### config.mk
export PLATFORM = sky130hd
export DESIGN_NAME = johnson_decoder
export DESIGN_NICKNAME = d
export VERILOG_FILES = /design/src/rtl/johnson_pkg.sv /design/src/rtl/johnson_word_decode.sv /design/src/rtl/johnson_decoder.sv
export SDC_FILE = /design/constraint.sdc
export NUM_CORES = 1
export LEC_CHECK = 0
export CORE_UTILIZATION = 40
export DETAILED_ROUTE_END_ITERATION = 7
export PLACE_DENSITY_LB_ADDON = 0.12
export SLEW_MARGIN = 10
export SYNTH_ARGS = -nofsm -noshare
export SYNTH_HDL_FRONTEND = slang
export SYNTH_SLANG_ARGS = --single-unit
### constraint.sdc
create_clock -name clk -period 4.1 [get_ports clk]
set_clock_uncertainty 0.2 [all_clocks]
set_input_delay 0.41 -clock clk [delete_from_list [all_inputs] [get_ports clk]]
set_output_delay 0.41 -clock clk [all_outputs]
set_load 0.05 [all_outputs]
### src/rtl/johnson_pkg.sv
// Shared types and sizing helpers for the Johnson-counter phase decoder.
// Holds the tracker state enum, default geometry and width functions.
package johnson_pkg;

  localparam int DEF_N        = 4;
  localparam int DEF_LOCK_CNT = 3;

  typedef enum logic [1:0] {
    ST_UNLOCKED = 2'd0,
    ST_ACQUIRE  = 2'd1,
    ST_LOCKED   = 2'd2
  } state_e;

  // Bits needed to hold a phase index 0..2N-1.
  function automatic int phase_w(input int n);
    return (n < 1) ? 1 : $clog2(2 * n);
  endfunction

  // Bits needed to hold the good-successor counter 0..lock_cnt.
  function automatic int cnt_w(input int lock_cnt);
    return (lock_cnt < 1) ? 1 : $clog2(lock_cnt + 1);
  endfunction

endpackage

### src/rtl/johnson_word_decode.sv
// Combinational decode of an N-bit Johnson word into {legal, phase}.
// A word is legal when its ones (MSB=0) or zeros (MSB=1) form one run from the LSB.
module johnson_word_decode
  import johnson_pkg::*;
#(
  parameter int N = DEF_N
) (
  input  logic [N-1:0]          count_in,
  output logic                  legal,
  output logic [phase_w(N)-1:0] phase
);

  localparam int PW = phase_w(N);

  logic         msb;
  logic [N-1:0] norm;
  logic [PW-1:0] ones;

  always_comb begin
    // NOTE: every output and temporary gets a value before any branch, so no latch is inferred.
    msb   = count_in[N-1];
    norm  = msb ? ~count_in : count_in;
    ones  = '0;
    for (int i = 0; i < N; i++) begin
      ones = ones + PW'(count_in[i]);
    end
    // A thermometer code 0..01..1 is the only pattern with no overlap against itself plus one.
    legal = ((norm & (norm + N'(1))) == '0);
    phase = msb ? (PW'(N) + (PW'(N) - ones)) : ones;
  end

endmodule

### src/rtl/johnson_decoder.sv
// Johnson-counter phase decoder with sequence tracking, lock detection and
// a saturating error counter. All outputs are registered.
module johnson_decoder
  import johnson_pkg::*;
#(
  parameter int N        = DEF_N,
  parameter int LOCK_CNT = DEF_LOCK_CNT
) (
  input  logic                  clk,
  input  logic                  reset,
  input  logic [N-1:0]          count_in,
  input  logic                  valid_in,
  input  logic                  clr_err,
  output logic [phase_w(N)-1:0] phase,
  output logic                  phase_valid,
  output logic                  illegal,
  output logic                  seq_err,
  output logic                  locked,
  output logic [7:0]            err_count
);

  localparam int              PW       = phase_w(N);
  localparam int              GW       = cnt_w(LOCK_CNT);
  localparam logic [PW-1:0]   LAST_PH  = PW'(2 * N - 1);
  localparam logic [GW-1:0]   LOCK_VAL = GW'(LOCK_CNT);

  state_e        state_q, state_d;
  logic [PW-1:0] ref_q, ref_d;
  logic [GW-1:0] good_q, good_d;
  logic [PW-1:0] phase_q, phase_d;
  logic          pv_q, pv_d;
  logic          ill_q, ill_d;
  logic          seq_q, seq_d;
  logic [7:0]    err_q, err_d;

  logic          word_legal;
  logic [PW-1:0] word_phase;
  logic [PW-1:0] exp_phase;
  logic [GW-1:0] good_inc;
  logic          err_evt;

  johnson_word_decode #(.N(N)) u_decode (
    .count_in (count_in),
    .legal    (word_legal),
    .phase    (word_phase)
  );

  assign exp_phase = (ref_q == LAST_PH) ? '0 : ref_q + PW'(1);
  assign good_inc  = good_q + GW'(1);

  always_comb begin
    state_d = state_q;
    ref_d   = ref_q;
    good_d  = good_q;
    phase_d = phase_q;
    pv_d    = pv_q;
    ill_d   = 1'b0;
    seq_d   = 1'b0;
    err_evt = 1'b0;

    if (valid_in) begin
      if (!word_legal) begin
        // Phase is held; the reference is invalidated by returning to UNLOCKED.
        ill_d   = 1'b1;
        pv_d    = 1'b0;
        err_evt = 1'b1;
        state_d = ST_UNLOCKED;
        good_d  = '0;
      end else begin
        phase_d = word_phase;
        pv_d    = 1'b1;
        ref_d   = word_phase;
        unique case (state_q)
          ST_UNLOCKED: begin
            state_d = ST_ACQUIRE;
            good_d  = '0;
          end
          ST_ACQUIRE, ST_LOCKED: begin
            if (word_phase == exp_phase) begin
              if (state_q == ST_ACQUIRE) begin
                good_d = good_inc;
                if (good_inc == LOCK_VAL) state_d = ST_LOCKED;
              end
            end else begin
              seq_d   = 1'b1;
              err_evt = 1'b1;
              state_d = ST_ACQUIRE;
              good_d  = '0;
            end
          end
          default: begin
            state_d = ST_UNLOCKED;
            good_d  = '0;
          end
        endcase
      end
    end

    // A clear on the same edge as an error leaves that one error counted.
    if (clr_err)                       err_d = {7'd0, err_evt};
    else if (err_evt && err_q != 8'hFF) err_d = err_q + 8'd1;
    else                               err_d = err_q;
  end

  always_ff @(posedge clk) begin
    // NOTE: sequential state uses non-blocking assignments; reset is sampled on the clock edge.
    if (!reset) begin
      state_q <= ST_UNLOCKED;
      ref_q   <= '0;
      good_q  <= '0;
      phase_q <= '0;
      pv_q    <= 1'b0;
      ill_q   <= 1'b0;
      seq_q   <= 1'b0;
      err_q   <= '0;
    end else begin
      state_q <= state_d;
      ref_q   <= ref_d;
      good_q  <= good_d;
      phase_q <= phase_d;
      pv_q    <= pv_d;
      ill_q   <= ill_d;
      seq_q   <= seq_d;
      err_q   <= err_d;
    end
  end

  assign phase       = phase_q;
  assign phase_valid = pv_q;
  assign illegal     = ill_q;
  assign seq_err     = seq_q;
  assign locked      = (state_q == ST_LOCKED);
  assign err_count   = err_q;

endmodule

# == After elaboration in Yosys (flattened, before gate mapping) ==
# Cells that the tools add are included.
# totals
in_bits,8
ff_bits,18
romBits,0
latchBits,0
n_memories,0
output_inout_bits,15
mem_bits_rw,0
# classes
n_mul,0
n_reduce_logical,11
eq_ne,8
muxes,20
bitwise_logic,3
n_shift,0
order_cmp,0
addsub,9
div_mod_pow,0
# ops
cell,n
2-bit 2-to-1 mux,8
8-bit by 1-bit adder with 8-bit output (second input constant),1
1-bit 2-to-1 mux,8
4-bit != test (second input constant),2
8-bit != test (second input constant),1
3-bit by 1-bit adder with 3-bit output,2
3-bit 2-to-1 mux,2
2-bit AND reduction,3
3-bit AND reduction,2
4-bit by 1-bit adder with 4-bit output (second input constant),1
4-bit bitwise AND,1
2-bit == test (second input constant),2
4-bit logical NOT,1
4-bit 2-to-1 mux,1
4-bit NOT,1
2-bit case mux with 2 select lines,1
2-bit OR reduction,2
3-bit by 1-bit adder with 3-bit output (second input constant),1
3-bit adder (first input constant),1
3-bit == test,1
3-bit == test (second input constant),1
3-bit subtractor (first input constant),1
1-bit by 1-bit adder with 2-bit output,1
2-bit by 1-bit adder with 2-bit output (second input constant),1
5 further kinds,5

# == Longest topological paths before layout ==
# logic_depth
depth_word,14
mapped_depth,10
ltp_nobuf,10

# == Modules after synthesis ==
# From an unflattened synthesis, not the netlist that was laid out.
# unflattened
cells_unflattened,153
hier_area_um2,1291.2
# by_module_without_submodules
mod,area_each_um2,seq_area_each_um2,n_inst,cells_each
johnson_decoder,1147.4,360.3,1,133
johnson_word_decode,143.9,0.0,1,20

# == Worst setup path before layout ==
# OpenSTA, ideal clock, no wires.
# synth_timing
path_kind,in2reg
startpoint,input count_in[0]
endpoint,"register err_q[3], in the netlist err_count[3]"
t_arrival_ps,2808
path_slack_ps,1020
required_ps,3828
path_buffers,0
stages,10
cell_sequence,ha_1 -> fa_1 -> ha_1 -> inv_1 -> ha_1 -> mux2i_2 -> xnor2_2 -> o31ai_4 -> a2111oi_2 -> mux2i_1
# synth_between
elab_chain_cells,12
elab_cells_between_ends,17
cone_classes,add/sub: 6; eq/ne: 1; mux: 6; bitwise: 2; reduce/logical: 2
# synth_rtl
item,line,text
from (decl),johnson_decoder.sv:11,"input logic [N-1:0] count_in,"
1-bit by 1-bit adder with 2-bit output,johnson_word_decode.sv:25,ones = ones + PW'(count_in[i]);
3-bit by 1-bit adder with 3-bit output (2 in a row),johnson_word_decode.sv:25,
3-bit subtractor,johnson_word_decode.sv:29,phase = msb ? (PW'(N) + (PW'(N) - ones)) : ones;
3-bit adder,johnson_word_decode.sv:29,
3-bit 2-to-1 mux,johnson_word_decode.sv:29,
3-bit == test,johnson_decoder.sv:79,if (word_phase == exp_phase) begin
1-bit 2-to-1 mux,johnson_decoder.sv:79,
1-bit 2-to-1 mux,johnson_decoder.sv:73,unique case (state_q)
1-bit 2-to-1 mux (*),johnson_decoder.sv:62,if (!word_legal) begin
1-bit 2-to-1 mux (*),johnson_decoder.sv:61,if (valid_in) begin
1-bit logical AND (*),johnson_decoder.sv:101,else if (err_evt && err_q != 8'hFF) err_d = err_q + 8'd1;
to (signal assigned),johnson_decoder.sv:124,err_q <= err_d;
to (decl),johnson_decoder.sv:34,"logic [7:0] err_q, err_d;"
# Mark *: on every way between the ends. The rest lies on a longest branch, timed or not.
# A chain may end at the register's enable or synchronous reset.

# == Worst setup path after layout ==
# layout_timing
startpoint,input count_in[1]
endpoint,"register err_q[0], in the netlist err_count[0]"
# layout_between
elab_chain_cells,13
elab_cells_between_ends,19
cone_classes,add/sub: 6; eq/ne: 1; mux: 7; bitwise: 2; reduce/logical: 3
# layout_rtl
item,line
1-bit by 1-bit adder with 2-bit output,johnson_word_decode.sv:25
3-bit by 1-bit adder with 3-bit output (2 in a row),johnson_word_decode.sv:25
3-bit subtractor,johnson_word_decode.sv:29
3-bit adder,johnson_word_decode.sv:29
3-bit 2-to-1 mux,johnson_word_decode.sv:29
3-bit == test,johnson_decoder.sv:79
1-bit 2-to-1 mux,johnson_decoder.sv:79
1-bit 2-to-1 mux,johnson_decoder.sv:73
1-bit 2-to-1 mux (*),johnson_decoder.sv:62
1-bit 2-to-1 mux (*),johnson_decoder.sv:61
1-bit logical AND,johnson_decoder.sv:101
2-bit nonzero test (no source line),-
# Marked as above.

==> flow_summary.ini <==
[placement]
hpwlAfterDp_um = 2092
io_buffers = 22
pre_cts_ws_ns = 0.2954
gp_congestion = 0.8462

[floorplanning]
fp.dieW_um = 58.13
rows = 20
die_h_um = 58.13
dieArea_um2 = 3379
start_util_pct = 41.61
ios = 23
coreArea_um2 = 3028

[worst_setup_path]
timing.rr.end = err_count[0]$_SDFFE_PN0P_
critPathLaunch = count_in[1]
ff2ff_path_depth = 7
arrival_ns = 3.48
crit_fanout = 9
rrSetupSlack_ns = 1.75
end_kind = flip-flop
worstSetupPathType = primary input to flip-flop
worst_ep_required_time_ns = 4.12
cp-start-kind = primary input
endpoint = err_count[0]$_SDFFE_PN0P_
r2r-start = phase[0]$_SDFFE_PN0P_

[timing]
finalCritPeriodShare_pct = 84.46
period_needed_ns = 3.463
tightest_slew_ns = 0.5657
rsz0062_at_grt = no
finalSetupViolCount = 0
drv_slew = 0
max_slew_margin_pct = 61.89
fmax_mhz = 288.8
fin_ws_ns = 0.6371
fin_tns_setup_ns = 0
hold_viol_final = 0

[logic_synthesis]
synth_top_cell_by_area = dfxtp_1
syn_area_um2 = 1260
yosys_warnings = 0
ys_types = 42
ys_top_cells_by_area = dfxtp_1, ha_1, nand2_1
synth.avg_cell_area_um2 = 8.873
synth_fp_nets = 162
ys_seq_elements = 18
ys_seq_area_share_pct = 28.60
synthCells = 142
synth_top_cell_area_share_pct = 28.60

[clock_network]
cts_resized = 0
numCtsBuffers = 3
cts_root_buffer = clkbuf_4
h-tree-depth = 1
cts_setup_buffers = 0
path_clk_slew_ns = 0.11
worstSkewPairLatency_ns = 0.30
cts.sinks = 18
cts_tree = done
hold_buffers = 0
clockBufferDepth = 2

[route]
drt-wirelength-per-cell_um = 13.54
dr.pass1.iters = 4
first_iter_violations = 40
avgViaCountPerCell = 5.461
num_vias = 1125
drc = 0
routed_wl_um = 2789
antenna_left = 0

[cells_and_area]
nFillCells = 291
area_growth_pct = 21.55
n_antenna_cell = 0
drive_gt1_share_pct = 11.11
final_nets = 184

[pwr]
ir_drop_mv = 0.1057
p_int_uw = 266.8
clockPowerShare_pct = 22.7
p_per_area_nw_per_um2 = 272.1
p_sw_uw = 150.0
p_leak_uw = 0.0005409
swShare_pct = 35.98
p_seq_share_pct = 44.6
p_comb_share_pct = 32.6

[grt]
antenna_found_initial = 0
grtUsageTotal_pct = 18.26
grt_max_degree = 18
grt_pass1_wl_um = 4650
grt_pass1_vias = 1023
overflow = 0

[run_status]
outcome = finished, final reports clean

[flow_run]
maxCapViolCount = 0

[worst_hold_path]
worstHoldPathType = flip-flop to flip-flop
[logic make-up (layout without fill, tap and decap cells)]
kind of cell	count (synthesis)	in the layout	share of synthesized area [%]
AOI/OAI and AO/OA	28	28	20.66
xor gates and xnor gates	5	5	4.668
adders and majority gates	12	12	12.51
buffers and inverters	14	34	4.766
DFF	18	18	28.60
muxes	8	8	6.653
and+or+nand+nor	57	57	22.15
[Yosys cell counts]
cell       instances
a2111o_1           2
a2111oi_2          1
a211oi_1           4
a21boi_0           1
a21oi_1            3
a21oi_2            1
a221oi_1           1
a221oi_2           1
a311oi_1           1
a41oi_1            1
buf_4              2
clkbuf_1           3
dfxtp_1           18
fa_1               1
ha_1              11
inv_1              9
mux2i_1            7
mux2i_2            1
nand2_1           20
nand2b_1           3
nand3_1            8
nand4_1            3
nor2_1             7
nor2b_1            2
nor3_1             4
nor3_2             1
nor3b_1            1
nor4_1             1
o2111ai_1          3
o211a_1            1
o211ai_1           1
o21ai_0            1
o21bai_1           1
o311ai_0           2
o311ai_2           1
o31a_1             1
o31ai_4            1
or2_2              6
or3_1              1
xnor2_1            2
xnor2_2            2
xor2_1             1
[layout make-up]
class,instances,area (µm²),area share [%]
inverter,9,33.78,2.206
timing repair buffer,22,220.2,14.38
clock buffer,3,22.52,1.471
tap,44,55.05,3.595
multi-input combinational,110,839.6,54.82
sequential,18,360.3,23.53
[critical path: stages]
cell and delay [ns]:
clkdlybuf4s50_1 0.52, ha_1 0.26, fa_1 0.37, ha_1 0.32, inv_1 0.05, ha_1 0.28, mux2i_2 0.24, xnor2_2 0.14
o31ai_4 0.48, a21oi_2 0.14, o311ai_2 0.26
[how the worst min path moves through the flow]
stage	from	endpoint	slack, ns	cells past startpoint
floorplan	state_q[0]$_SDFFE_PN0P_	state_q[0]$_SDFFE_PN0P_	0.27	2
global placement	phase_valid$_SDFFE_PN0P_	phase_valid$_SDFFE_PN0P_	0.25	2
detailed placement	phase_valid$_SDFFE_PN0P_	phase_valid$_SDFFE_PN0P_	0.26	2
CTS	phase_valid$_SDFFE_PN0P_	phase_valid$_SDFFE_PN0P_	0.27	2
global route	phase_valid$_SDFFE_PN0P_	phase_valid$_SDFFE_PN0P_	0.30	2
finish	phase_valid$_SDFFE_PN0P_	phase_valid$_SDFFE_PN0P_	0.27	2
[layer usage]
metal  wire (µm)  global-route usage [%]  part of all wire, %
met1        1313                   23.47                   47
met3          99                   3.348                  3.5
met5           0                       0                    0
met2        1334                   30.21                   48
met4          43                   7.143                  1.5
[power groups by stage]
stage / Sequential, µW / Combinational (µW) / Clock [µW]
after detailed placement: 190 / 138 / 0
after floorplan: 205 / 89.1 / 0
after CTS: 186 / 138 / 96.7
after global placement: 190 / 134 / 0
after global routing: 187 / 149 / 102
final: 186 / 136 / 94.7
[sequential cells by signal, summed over array words and instances, names as in the netlist]
name	flops
err_count	8
phase	3
good_q	2
state_q	2
illegal	1
phase_valid	1
seq_err	1
[placed cells by master, fill, tap and decap left out, drive strengths merged, types with 2 or more instances in the layout]
cell	netlist	routed
a2111o	2	2
a211oi	4	4
a21oi	4	4
a221oi	2	2
clkbuf	3	3
clkdlybuf4s50	0	22
dfxtp	18	18
ha	11	11
inv	9	9
mux2i	8	8
nand2	20	20
nand2b	3	3
nand3	8	8
nand4	3	3
nor2	7	7
nor2b	2	2
nor3	5	5
o2111ai	3	3
o311ai	3	3
or2	6	6
xnor2	4	4
[metrics by stage]
stage / power [µW] / hold WS (ns) / instances / util, % / instance area (µm²)
floorplan: 294.4 / 0.2688 / 142 / - / 1260
global route: 437.5 / 0.2999 / 206 / 50.58 / 1531
CTS: 420.3 / 0.2738 / 206 / 50.58 / 1531
global placement: 323.9 / 0.2462 / 203 / 49.83 / 1509
detailed placement: 327.4 / 0.2567 / 203 / 49.83 / 1509
finish: 416.7 / 0.2686 / 206 / 50.58 / 1531
Power figures use the tool's default switching activity.
